[config.mk]
export PLATFORM = sky130hd
export DESIGN_NAME = match_ctrl
export DESIGN_NICKNAME = d
export VERILOG_FILES = /design/src/rtl/match_ctrl_pkg.sv /design/src/rtl/match_ctrl_sec_tick_gen.sv /design/src/rtl/match_ctrl.sv
export SDC_FILE = /design/constraint.sdc
export NUM_CORES = 1
export LEC_CHECK = 0
export BUFFER_PORTS_ARGS = -buffer_cell sky130_fd_sc_hd__buf_2
export CORE_MARGIN = 2
export CORE_UTILIZATION = 30
export CTS_CLUSTER_SIZE = 16
export DETAILED_ROUTE_END_ITERATION = 10
export PLACE_DENSITY = 0.5
export SETUP_SLACK_MARGIN = 0.1
export SLEW_MARGIN = 10
export SYNTH_ARGS = -nofsm -noshare
export SYNTH_HDL_FRONTEND = slang
export SYNTH_HIERARCHICAL = 1
export SYNTH_SLANG_ARGS = --single-unit
export TNS_END_PERCENT = 5
[constraint.sdc]
create_clock -name clk_50MHz -period 9.44 [get_ports clk_50MHz]
set_input_delay 1.888 -clock clk_50MHz [delete_from_list [all_inputs] [get_ports clk_50MHz]]
set_output_delay 1.888 -clock clk_50MHz [all_outputs]
set_load 0.01 [all_outputs]
[src/rtl/match_ctrl_pkg.sv]
// match_ctrl_pkg: state encoding, counter widths and BCD helper shared by match_ctrl and display logic.
package match_ctrl_pkg;
  typedef enum logic [2:0] {
    S_IDLE  = 3'd0,
    S_SERVE = 3'd1,
    S_PLAY  = 3'd2,
    S_POINT = 3'd3,
    S_OVER  = 3'd4
  } state_t;
  localparam int SCORE_W = 4;
  localparam int BCD_W   = 8;
  // Two-digit BCD increment that sticks at 99.
  function automatic logic [BCD_W-1:0] bcd_inc(input logic [BCD_W-1:0] v);
    return v == 8'h99 ? v : v[3:0] == 4'd9 ? {v[7:4] + 4'd1, 4'd0} : {v[7:4], v[3:0] + 4'd1};
  endfunction
endpackage

[src/rtl/match_ctrl_sec_tick_gen.sv]
// sec_tick_gen: prescaler 0..TICK_DIV-1 with synchronous clear and freeze, 1-cycle tick on wrap.
module sec_tick_gen #(
  parameter int TICK_DIV = 50_000_000
) (
  input  logic clk_50MHz,
  input  logic reset,
  input  logic i_clr,
  input  logic i_en,
  output logic o_tick
);
  localparam int CW = TICK_DIV > 1 ? $clog2(TICK_DIV) : 1;
  logic [CW-1:0] r_cnt;
  assign o_tick = i_en && r_cnt == CW'(TICK_DIV - 1);
  always_ff @(posedge clk_50MHz or negedge reset)
    if (!reset) r_cnt <= '0;
    else if (i_clr || o_tick) r_cnt <= '0;
    else if (i_en) r_cnt <= r_cnt + 1'b1;
endmodule

[src/rtl/match_ctrl.sv]
// match_ctrl: Pong match sequencer (IDLE/SERVE/PLAY/POINT/OVER), scores and BCD play timer.
// Optional MATCH_PAUSE_EN adds a pause toggle during PLAY.
module match_ctrl
  import match_ctrl_pkg::*;
#(
  parameter int TICK_DIV  = 50_000_000,
  parameter int SERVE_SEC = 2,
  parameter int POINT_SEC = 1,
  parameter int WIN_SCORE = 5
) (
  input  logic               clk_50MHz,
  input  logic               reset,
  input  logic               start,
  input  logic               left_wall_hit,
  input  logic               right_wall_hit,
  input  logic               pause,
  output logic               play_en,
  output logic               ball_rst,
  output logic               serve_dir,
  output logic [SCORE_W-1:0] score_l,
  output logic [SCORE_W-1:0] score_r,
  output logic [BCD_W-1:0]   sec_bcd,
  output logic [2:0]         state_o,
  output logic               game_over,
  output logic               winner
);
  state_t             r_state, w_next;
  logic               r_start_q, r_lh_q, r_rh_q;
  logic               r_ball_rst, r_serve_dir, r_winner;
  logic [SCORE_W-1:0] r_score_l, r_score_r;
  logic [BCD_W-1:0]   r_sec;
  logic [7:0]         r_hold, w_hold_tgt;
  logic               w_start_r, w_hit_l, w_hit_r, w_restart;
  logic               w_tick, w_clr, w_hold_done, w_paused, w_won;

  assign w_start_r   = start && !r_start_q;
  assign w_restart   = w_start_r && (r_state == S_IDLE || r_state == S_OVER);
  // Simultaneous wall rises cancel each other out.
  assign w_hit_l     = r_state == S_PLAY && !w_paused && left_wall_hit && !r_lh_q && !(right_wall_hit && !r_rh_q);
  assign w_hit_r     = r_state == S_PLAY && !w_paused && right_wall_hit && !r_rh_q && !(left_wall_hit && !r_lh_q);
  assign w_hold_tgt  = r_state == S_SERVE ? 8'(SERVE_SEC - 1) : 8'(POINT_SEC - 1);
  assign w_hold_done = w_tick && r_hold == w_hold_tgt;
  assign w_won       = r_score_l == SCORE_W'(WIN_SCORE) || r_score_r == SCORE_W'(WIN_SCORE);
  assign w_clr       = w_next != r_state;

  sec_tick_gen #(.TICK_DIV(TICK_DIV)) u_tick (
    .clk_50MHz(clk_50MHz),
    .reset    (reset),
    .i_clr    (w_clr),
    .i_en     (!w_paused),
    .o_tick   (w_tick)
  );

  always_comb begin
    w_next = r_state;
    case (r_state)
      S_IDLE, S_OVER: w_next = w_start_r ? S_SERVE : r_state;
      S_SERVE:        w_next = w_hold_done ? S_PLAY : S_SERVE;
      S_PLAY:         w_next = (w_hit_l || w_hit_r) ? S_POINT : S_PLAY;
      S_POINT:        w_next = !w_hold_done ? S_POINT : w_won ? S_OVER : S_SERVE;
      default:        w_next = S_IDLE;
    endcase
  end

  always_ff @(posedge clk_50MHz or negedge reset)
    if (!reset) begin
      r_state     <= S_IDLE;
      r_start_q   <= 1'b0;
      r_lh_q      <= 1'b0;
      r_rh_q      <= 1'b0;
      r_ball_rst  <= 1'b0;
      r_serve_dir <= 1'b0;
      r_winner    <= 1'b0;
      r_score_l   <= '0;
      r_score_r   <= '0;
      r_sec       <= '0;
      r_hold      <= '0;
    end else begin
      r_state    <= w_next;
      r_start_q  <= start;
      r_lh_q     <= left_wall_hit;
      r_rh_q     <= right_wall_hit;
      r_ball_rst <= w_next == S_SERVE && r_state != S_SERVE;
      r_hold     <= w_clr ? 8'd0 : w_tick ? r_hold + 8'd1 : r_hold;
      if (w_restart) begin
        r_score_l   <= '0;
        r_score_r   <= '0;
        r_sec       <= '0;
        r_serve_dir <= 1'b0;
      end
      if (w_hit_l) begin
        r_score_r   <= r_score_r + 1'b1;
        r_serve_dir <= 1'b0;
      end
      if (w_hit_r) begin
        r_score_l   <= r_score_l + 1'b1;
        r_serve_dir <= 1'b1;
      end
      if (r_state == S_PLAY && w_tick) r_sec <= bcd_inc(r_sec);
      if (r_state == S_POINT && w_next == S_OVER) r_winner <= r_score_r == SCORE_W'(WIN_SCORE);
    end

`ifdef MATCH_PAUSE_EN
  logic r_pause_q, r_paused;
  assign w_paused = r_paused;
  always_ff @(posedge clk_50MHz or negedge reset)
    if (!reset) begin
      r_pause_q <= 1'b0;
      r_paused  <= 1'b0;
    end else begin
      r_pause_q <= pause;
      r_paused  <= w_next != S_PLAY ? 1'b0 : (r_state == S_PLAY && pause && !r_pause_q) ? !r_paused : r_paused;
    end
`else
  logic w_unused_pause;
  assign w_unused_pause = pause;
  assign w_paused       = 1'b0;
`endif

  assign play_en   = r_state == S_PLAY && !w_paused;
  assign ball_rst  = r_ball_rst;
  assign serve_dir = r_serve_dir;
  assign score_l   = r_score_l;
  assign score_r   = r_score_r;
  assign sec_bcd   = r_sec;
  assign state_o   = r_state;
  assign game_over = r_state == S_OVER;
  assign winner    = r_winner;
endmodule

==> metrics.md <==
| Metric | Value |
|---|---|
| Status | `complete, no violations` |
| Min Tclk post-route | `slightly below 4 ns` |
| H-tree depth | `3` |
| Switching Share | `24.8%` |
| Slew Viols, Final | `0` |
| Commonest cells in the netlist | `dfrtp_1 (59), nor2_1 (35), nand2_1 (20)` |
| Clock Path Buffers | `2` |
| Seq pwr share | `49.1%` |
| DR WL/cell | `around 13 um` |
| Yosys top cell area share | `46.2%` |
| Unrepaired setup endpoints after global routing | `false` |
| Top cells by area, synth | `dfrtp_1 (46%), nor2_1 (4.1%), ha_1 (3.9%), xor2_1 (3.3%), xnor2_1 (3.0%)` |
| Hold WC Path Type | `reg2reg` |
| # fillers | `1044` |
| Pwr dens | `between 150 and 200 nW/um2` |
| Clock-pin transition on the worst setup and hold timing paths | `approximately 0.07 ns` |
| Post-CTS resize count | `0` |
| Core area | `roughly 10000 um2` |
| Total congestion overflow | `0` |
| Leak | `between 1.5 and 2 nW` |
| Core Rows | `37` |
| CTS Sinks | `between 50 and 60` |
| # port buffers | `28` |
| Die height | `around 110 um` |
| Drt total wl | `around 6.5 mm` |
| Hold path cells | `2` |
| Ant diodes | `0` |
| Max Cap Viol | `0` |
| Cell Area, Synth | `around 3200 um2` |
| Worst skew pair latency | `about 0.35 ns` |
| Number of global-route vias before repair | `2331` |
| Worst Skew | `~0.011 ns` |
| Area leader, netlist | `dfrtp_1` |
| Multi-input logic area | `around 1600 um2` |
| RR Endpoint | `u_tick/r_cnt[0]` |
| Ys async rst share | `100%` |
| F_max | `approximately 250 MHz` |
| Largest net degree at the start of global routing | `60` |
| Worst setup path class | `reg2reg` |
| Hold endpoint | `winner` |
| Comb power frac | `7.6%` |
| Reg-to-reg startpoint | `u_tick/r_cnt[8]` |
| Register-to-Register Path Depth | `8` |
| Synth-to-layout area growth | `14.5%` |
| Register area share after synthesis | `46.2%` |
| Hold path startpoint | `winner` |
| Setup TNS | `0 ns` |
| Initial core utilization | `approximately 31%` |
| Worst-margin pin slew | `between 0.9 and 1 ns` |
| Global-route total usage across every layer | `12.2%` |
| CP arrival | `between 4 and 5 ns` |
| Register area | `1480 um2` |
| Pre-CTS setup slack | `between 5 and 6 ns` |
| CP max FO | `26` |
| Fin. Hold Viols | `0` |
| R2R setup slack | `5.46 ns` |
| Post-Syn Instances | `322` |
| Final period util | `between 40% and 50%` |
| Via count | `2437` |
| Chip Width | `roughly 110 um` |
| Mean area per synthesized cell | `between 9 and 10 um2` |
| Die ar. | `approximately 12000 um2` |
| Synth unique cells | `just under 60` |
| Post-Syn Nets | `between 300 and 400` |
| Switching power | `roughly 0.00015 W` |
| Cell mode on critical path | `o2111ai_1` |
| First-pass DRT Iterations | `7` |
| Yosys warning total | `6` |
| Primary FF master, synth | `dfrtp_1` |
| Max stage delay on crit path | `approximately 0.83 ns` |
| DP HPWL | `roughly 4.3 mm` |
| Root buf cell | `clkbuf_8` |
| Number of synthesized register bits | `59` |
| Slowest library cell on the worst path | `a41o_1` |
| VDD IR-drop max | `around 110 uV` |
| Hold_buf cts | `0` |
| Vias/cell | `4.99` |
| Final setup vio count | `0` |
| Crit. End Element | `flop` |
| Clock power share | `43.3%` |
| CP Cell Sequence | `or4_2 -> nor4_1 -> buf_4 -> nor4b_1 -> o2111ai_1 -> o2111ai_1 -> a41o_1 -> nor2_1` |
| Final WS setup | `between 5 and 6 ns` |
| Postcts setup bufs | `0` |
| Clock buffer count from CTS | `9` |
| Critical path launch point type | `flop` |
| Post-synth EDFFs | `0` |
| Io pins | `30` |
| Initial antenna violation count | `0` |
| Int Power | `between 0.0004 and 0.0005 W` |
| Layout cells sized above 1 | `approximately 18%` |
| Data required, critical path | `about 9.6 ns` |
| CTS tree | `built` |
| Global-route wire length before repair | `about 11 mm` |
| Total Nets Final | `~360` |
| Relative slew slack | `a little over a third` |
| Count leader, synth | `dfrtp_1` |
| DRT antenna net count | `0` |
| DRC | `0` |
| Routability cong. | `between 0.7 and 0.8` |
| Drt first-iter violations | `59` |
## worst max path at each step
stage	depth (start not counted)	from	endpoint
6_report	8	u_tick/r_cnt[8]	u_tick/r_cnt[0]
5_1_grt	8	u_tick/r_cnt[8]	u_tick/r_cnt[9]
3_3_place_gp	6	right_wall_hit	u_tick/r_cnt[2]
4_1_cts	8	u_tick/r_cnt[8]	u_tick/r_cnt[9]
3_5_place_dp	6	right_wall_hit	u_tick/r_cnt[9]
2_1_floorplan	7	right_wall_hit	u_tick/r_cnt[0]
## worst max-delay path: cells and delay by family, from the launching register on
kind                   cells  cell delay [ns]
and+or+nand+nor            4             1.66
AOI/OAI and AO/OA          3             1.48
DFF                        1             0.46
buffers and inverters      1             0.22
## area by class of cell
class / count / share of cell area [%]
inverters: 12 / 1.23
flip-flops and latches: 59 / 40.3
clock inverters: 5 / 2.12
well taps: 136 / 4.65
repair buffers: 30 / 4.24
multi-input cells: 236 / 43.7
clock buffers: 10 / 3.76
## state kept, by name, indices dropped and copies added, names as in the netlist
register and flops:
r_start_q 1, r_hold 8, r_lh_q 1, r_rh_q 1
u_tick/r_cnt 26, serve_dir 1, state_o 3, score_l 4
score_r 4, winner 1, ball_rst 1, sec_bcd 8
## metrics by stage
stage / total power (W) / instance area, um2 / util, % / hold WS [ns] / instances
floorplan: 0.000322 / 3200 / - / 0.511 / 322
global placement: 0.000338 / 3450 / 33.4 / 0.502 / 473
detailed placement: 0.000339 / 3450 / 33.4 / 0.519 / 473
CTS: 0.000600 / 3660 / 35.5 / 0.529 / 488
global route: 0.000621 / 3660 / 35.5 / 0.556 / 488
finish: 0.000589 / 3660 / 35.5 / 0.525 / 488
## power groups by stage
stage	Sequential [W]	Combinational [W]	Clock [W]
floorplan	0.000290	0.0000321	0
global placement	0.000293	0.0000445	0
detailed placement	0.000294	0.0000456	0
CTS	0.000289	0.0000460	0.000264
global route	0.000293	0.0000523	0.000276
finish	0.000289	0.0000448	0.000255
## placed cells by master, fill, tap and decap left out, drive strengths merged, types with 7 or more instances in the layout
cell,n
xnor2,11
clkbuf,10
a21oi,16
or3,9
nand2,20
o21ai,11
nand3,13
dfrtp,59
buf,30
ha,10
nand4,16
or4,7
xor2,12
mux2i,9
nor2,35
inv,12
## kinds of logic after synthesis
logic type      count (synthesis)  share of synthesized area [%]
xor+xnor                       23                           6.30
compound gates                 52                           10.8
flops                          59                           46.2
fa+ha+maj                      10                           3.91
simple gates                  141                           26.1
buf+inv                        27                           3.83
mux                             9                           2.82
other cells                     1                          0.117
## layer usage
layer / routed length [um] / vias to the layer above / global-route usage [%]
met1: 3090 / 1182 / 15.3
li1: - / 1206 / -
met3: 266 / 9 / 3.81
met2: 3020 / 40 / 19.8
met4: 90 / 0 / 4.45
met5: 0 / - / 0
Power figures use the tool's default switching activity.
